## src/rtl/stream_demux_pkg.sv

```systemverilog
// Shared constants, select type and select-range helper for the stream demultiplexer.
package stream_demux_pkg;

  localparam int unsigned MAX_CH = 16;
  localparam int unsigned CNT_W  = 16;

  typedef logic [3:0] ch_sel_t;

  // True when the select addresses an existing channel.
  function automatic logic sel_valid(input ch_sel_t sel, input int unsigned n_ch);
    return (32'(sel) < n_ch);
  endfunction

endpackage

```

## src/rtl/stream_demux_if.sv

```systemverilog
// Producer/consumer bundle of the stream demultiplexer; slave is the demux view, master the environment view.
interface stream_demux_if #(
  parameter int unsigned N_CH = 4,
  parameter int unsigned DW   = 8
);
  localparam int unsigned SW = $clog2(N_CH);

  logic            in_valid;
  logic            in_ready;
  logic [DW-1:0]   in_data;
  logic [SW-1:0]   in_sel;
  logic [N_CH-1:0] out_valid;
  logic [N_CH-1:0] out_ready;
  logic [DW-1:0]   out_data;
  logic            drop;

  modport slave (
    input  in_valid, in_data, in_sel, out_ready,
    output in_ready, out_valid, out_data, drop
  );

  modport master (
    output in_valid, in_data, in_sel, out_ready,
    input  in_ready, out_valid, out_data, drop
  );
endinterface

```

## src/rtl/stream_demux_stage.sv

```systemverilog
// Single holding register (full/data_q/sel_q) with the ready equation of the demux.
module stream_demux_stage #(
  parameter int unsigned DW = 8,
  parameter int unsigned SW = 2
) (
  input  logic          clk,
  input  logic          rst_n,
  input  logic          in_valid,
  input  logic [DW-1:0] in_data,
  input  logic [SW-1:0] in_sel,
  input  logic          load_ok,
  input  logic          ready_sel,
  output logic          in_ready,
  output logic          accept,
  output logic          full,
  output logic [DW-1:0] data_q,
  output logic [SW-1:0] sel_q
);
  logic deliver;

  assign in_ready = !full || ready_sel;
  assign accept   = in_valid && in_ready;
  assign deliver  = full && ready_sel;

  // A discarded beat never loads, so the deliver rule alone decides full.
  always_ff @(posedge clk or negedge rst_n) begin
    if (!rst_n) begin
      full   <= 1'b0;
      data_q <= '0;
      sel_q  <= '0;
    end else if (accept && load_ok) begin
      full   <= 1'b1;
      data_q <= in_data;
      sel_q  <= in_sel;
    end else if (deliver) begin
      full   <= 1'b0;
    end
  end
endmodule

```

## src/rtl/stream_demux.sv

```systemverilog
// 1-to-N stream demultiplexer with one registered stage and out-of-range drop pulse.
// Optional per-channel delivery counters: define STREAM_DEMUX_CNT_EN.
module stream_demux
  import stream_demux_pkg::*;
#(
  parameter int unsigned N_CH = 4,
  parameter int unsigned DW   = 8
) (
  input  logic                  clk,
  input  logic                  rst_n,
  stream_demux_if.slave         bus
`ifdef STREAM_DEMUX_CNT_EN
  ,
  input  logic                  cnt_clr,
  output logic [N_CH*CNT_W-1:0] beat_cnt
`endif
);
  localparam int unsigned SW = $clog2(N_CH);

  logic            full;
  logic [DW-1:0]   data_q;
  logic [SW-1:0]   sel_q;
  logic            accept;
  logic            load_ok;
  logic            ready_sel;
  logic            drop_q;
  logic [N_CH-1:0] sel_hit;
  ch_sel_t         sel_ext;

  always_comb begin
    sel_ext             = '0;
    sel_ext[SW-1:0]     = bus.in_sel;
    load_ok             = sel_valid(sel_ext, N_CH);
  end

  // Decoding sel_q against real channels keeps in_ready free of out-of-range indexing.
  always_comb begin
    sel_hit = '0;
    for (int unsigned k = 0; k < N_CH; k++) begin
      sel_hit[k] = (sel_q == SW'(k));
    end
  end

  assign ready_sel     = |(sel_hit & bus.out_ready);
  assign bus.out_valid = full ? sel_hit : '0;
  assign bus.out_data  = data_q;
  assign bus.drop      = drop_q;

  stream_demux_stage #(
    .DW (DW),
    .SW (SW)
  ) u_stage (
    .clk       (clk),
    .rst_n     (rst_n),
    .in_valid  (bus.in_valid),
    .in_data   (bus.in_data),
    .in_sel    (bus.in_sel),
    .load_ok   (load_ok),
    .ready_sel (ready_sel),
    .in_ready  (bus.in_ready),
    .accept    (accept),
    .full      (full),
    .data_q    (data_q),
    .sel_q     (sel_q)
  );

  always_ff @(posedge clk or negedge rst_n) begin
    if (!rst_n) drop_q <= 1'b0;
    else        drop_q <= accept && !load_ok;
  end

`ifdef STREAM_DEMUX_CNT_EN
  logic [CNT_W-1:0] cnt [N_CH];

  always_ff @(posedge clk or negedge rst_n) begin
    if (!rst_n) begin
      for (int unsigned k = 0; k < N_CH; k++) cnt[k] <= '0;
    end else if (cnt_clr) begin
      for (int unsigned k = 0; k < N_CH; k++) cnt[k] <= '0;
    end else begin
      for (int unsigned k = 0; k < N_CH; k++) begin
        if (bus.out_valid[k] && bus.out_ready[k]) cnt[k] <= cnt[k] + 1'b1;
      end
    end
  end

  always_comb begin
    beat_cnt = '0;
    for (int unsigned k = 0; k < N_CH; k++) beat_cnt[k*CNT_W +: CNT_W] = cnt[k];
  end
`endif
endmodule

```

## src/flat_wrapper.sv

```systemverilog
// flat-port wrapper written by rule: the top's interface ports become plain ports
module stream_demux_flat import stream_demux_pkg::*;
#(
  parameter int unsigned N_CH = 4,
  parameter int unsigned DW   = 8
)
  (clk, rst_n, bus_in_valid, bus_in_data, bus_in_sel, bus_out_ready, bus_in_ready, bus_out_valid, bus_out_data, bus_drop);
  stream_demux_if #(.N_CH(N_CH), .DW(DW)) bus_i ();
  input  logic clk;
  input  logic rst_n;
  input wire logic [$bits(bus_i.in_valid)-1:0] bus_in_valid;
  input wire logic [$bits(bus_i.in_data)-1:0] bus_in_data;
  input wire logic [$bits(bus_i.in_sel)-1:0] bus_in_sel;
  input wire logic [$bits(bus_i.out_ready)-1:0] bus_out_ready;
  output wire logic [$bits(bus_i.in_ready)-1:0] bus_in_ready;
  output wire logic [$bits(bus_i.out_valid)-1:0] bus_out_valid;
  output wire logic [$bits(bus_i.out_data)-1:0] bus_out_data;
  output wire logic [$bits(bus_i.drop)-1:0] bus_drop;
  assign bus_i.in_valid = bus_in_valid;
  assign bus_i.in_data = bus_in_data;
  assign bus_i.in_sel = bus_in_sel;
  assign bus_i.out_ready = bus_out_ready;
  assign bus_in_ready = bus_i.in_ready;
  assign bus_out_valid = bus_i.out_valid;
  assign bus_out_data = bus_i.out_data;
  assign bus_drop = bus_i.drop;
  stream_demux #(.N_CH(N_CH), .DW(DW)) u_core (.clk(clk), .rst_n(rst_n), .bus(bus_i));
endmodule
```

## config.mk

```make
export PLATFORM = sky130hd
export DESIGN_NAME = stream_demux_flat
export DESIGN_NICKNAME = d
export VERILOG_FILES = /design/src/rtl/stream_demux_pkg.sv /design/src/rtl/stream_demux_if.sv /design/src/rtl/stream_demux_stage.sv /design/src/rtl/stream_demux.sv /design/src/flat_wrapper.sv
export SDC_FILE = /design/constraint.sdc
export NUM_CORES = 1
export LEC_CHECK = 0
export ABC_AREA = 1
export CORE_MARGIN = 4
export CORE_UTILIZATION = 37
export DETAILED_ROUTE_END_ITERATION = 8
export HOLD_SLACK_MARGIN = 0.1
export PLACE_DENSITY = 0.87
export SETUP_SLACK_MARGIN = 0.02
export SLEW_MARGIN = 20
export SYNTH_ARGS = -nofsm -noshare
export SYNTH_HDL_FRONTEND = slang
export SYNTH_HIERARCHICAL = 1
export SYNTH_SLANG_ARGS = --single-unit
```

## constraint.sdc

```tcl
create_clock -name clk -period 1.3 [get_ports clk]
set_input_delay 0.26 -clock clk [delete_from_list [all_inputs] [get_ports clk]]
set_output_delay 0.26 -clock clk [all_outputs]
set_load 0.1 [all_outputs]
```

==> impl_metrics.csv, run 1 <==
group,metric,value,unit
final_layout,fill_cells,77,
global_route,met1_usage,21.8,%
global_route,grt_pass1_wl,2820,um
placement,routabilityCongestion,0.758,
clock_tree,cts.clk_slew.worst_paths,0.08,ns
clock_tree,cts_tree,"built",
outcome,violations,"negative setup slack",
die,pin_count,31,
final_layout,multiInputGateArea,300,sq um
setup_path,cp-end-kind,"output pin",
sta,fin_tns_setup,-1.88,ns
final_layout,area_growth,105,%
yosys,mappedNetlistArea,561,sq um
global_route,track_usage,18.5,%
clock_tree,clockBufferDepth,2,
clock_tree,numClockSinks,11,
drt,ant_nets,0,
sta,clock_skew,0.00743,ns
clock_tree,htreeDepth,1,
setup_path,critPathKind,"reg2out",
global_route,busiest_layer,"met2",
clock_tree,cts_buffers,3,
sta,fmax,642,MHz
placement,dp_hpwl,1310,um
sta,post-route-worst-setup-slack,-0.258,ns
final_layout,num_antenna_cells,0,
sta,finalCritPeriodShare,120,%
die,start_util,41.0,%
drt,drtIter0Drc,8,
yosys,synth.avg_cell_area,8.12,sq um
drt,wl_per_cell,14.4,um
setup_path,worstPathMaxFanout,5,
drt,drc_errors,0,
setup_path,critPathLaunchType,"flip-flop",
setup_path,cp.required,1.04,ns
die,die_y,46.9,um
yosys,synthCells,69,
sta,period_needed,1.56,ns
drt,viasPerCell,5.11,
final_layout,layout.nets,126,
yosys,synth_warnings,6,
clock_tree,clk_latency,0.26,ns
flow_run,maxCapViolCount,0,
min_path,min_path_type,"in2async",
clock_tree,cts-root-buf,"clkbuf_4",
die,row_count,13,
sta,hold_violations,0,
global_route,use_met2,33.3,%
global_route,grt_antenna_before_repair,0,
sta,drv_slew,0,
placement,io_buffers,29,
sta,rsz0062_at_grt,"true",
final_layout,drive_gt1_share,35.2,%
global_route,grt_max_degree,12,
global_route,overflow,0,
sta,finalSetupViolCount,16,
clock_tree,hold_buffers,0,
die,die_width,46.9,um
final_layout,seqCellArea,278,sq um
drt,first_pass_iters,4,
die,coreArea,0.00137,sq mm
drt,wl,1780,um
global_route,grt_pass1_vias,647,
die,dieArea,0.00220,sq mm
drt,vias,629,
global_route,grt_use_met3,5.36,%
outcome,outcome,"complete, but fails checks",
setup_path,critPathArrivalTime,1.30,ns
[registers in the layout (all words and copies together), names as in the netlist]
name / cells
u_core/u_stage/data_q: 8
u_core/u_stage/full: 1
u_core/u_stage/sel_q: 2
[critical path, stage by stage, from the launching register on]
cell and delay, ns:
dfrtp_2 0.45, nor2_2 0.11, nand2_1 0.05, nand2_1 0.06, inv_1 0.04, nand2_1 0.06, inv_2 0.04, nand2_4 0.06
buf_12 0.17
[through the flow]
stage	worst slack [ns]	cells	area (sq um)	util, %	hold slack [ns]
3_5_place_dp	-0.286	116	1070	78.3	0.536
2_1_floorplan	-0.290	70	629	-	-0.0356
5_1_grt	-0.342	123	1150	84.2	0.295
4_1_cts	-0.269	123	1150	84.0	0.291
6_report	-0.258	123	1150	84.2	0.283
3_3_place_gp	-0.236	116	1070	78.3	0.527
[cell type report]
type                            count  share of cell area [%]
Tap cell                           15                    1.63
Clock buffer                        4                    2.29
Inverter                            6                    2.39
Sequential cell                    11                    24.2
Timing Repair Buffer               38                    43.4
Multi-Input combinational cell     49                    26.1
[final timing paths]
path,from,end,slack (ns),cells past startpoint
worst max-delay path,u_core/u_stage/sel_q[1]$_DFFE_PN0P_,bus_in_ready,-0.26,8
worst min-delay path,rst_n,u_core/u_stage/data_q[2]$_DFFE_PN0P_,0.28,2
worst max register to register,u_core/u_stage/sel_q[1]$_DFFE_PN0P_,u_core/u_stage/data_q[1]$_DFFE_PN0P_,-0.10,11
worst min register to register,u_core/u_stage/data_q[2]$_DFFE_PN0P_,u_core/u_stage/data_q[2]$_DFFE_PN0P_,0.55,2
min in group clk,u_core/u_stage/data_q[2]$_DFFE_PN0P_,u_core/u_stage/data_q[2]$_DFFE_PN0P_,0.55,2
max in group asynchronous,rst_n,u_core/u_stage/sel_q[1]$_DFFE_PN0P_,0.85,2
[layout by cell type (no fill, tap or decap), types with 3 or more instances in the layout]
cell type         n
nand2_1          25
clkdlybuf4s50_1  16
buf_12           13
nand4_1          10
dfrtp_1           9
buf_4             6
nor3_4            4
clkbuf_4          3
inv_1             3
nand3_1           3
conb_1            3
buf_6             3
[repair_timing]
action	CTS	global route
endpoints found under the hold margin	0	0
resized for setup	6	1
cloned	2	0
setup buffers	1	0
pin swaps	4	2
endpoints found under the setup margin	15	16
[layer usage]
metal | vias to the layer above | routed length (um)
met2 | 39 | 903
met1 | 284 | 673
li1 | 304 | -
met3 | 2 | 188
met5 | - | 0
met4 | 0 | 10
Power of run 1 is left out: the tool's default activity adds up to more than one toggle a clock period on the data nets, which glitch-free logic cannot reach.
==> inputs of run 2 (changes only) <==
Settings changed: CTS_CLUSTER_DIAMETER set to 100.
==> results of run 2 <==
Same layout as run 1: the final DEF is identical, and so are final timing and power.
Power of run 2 is left out for the same reason.
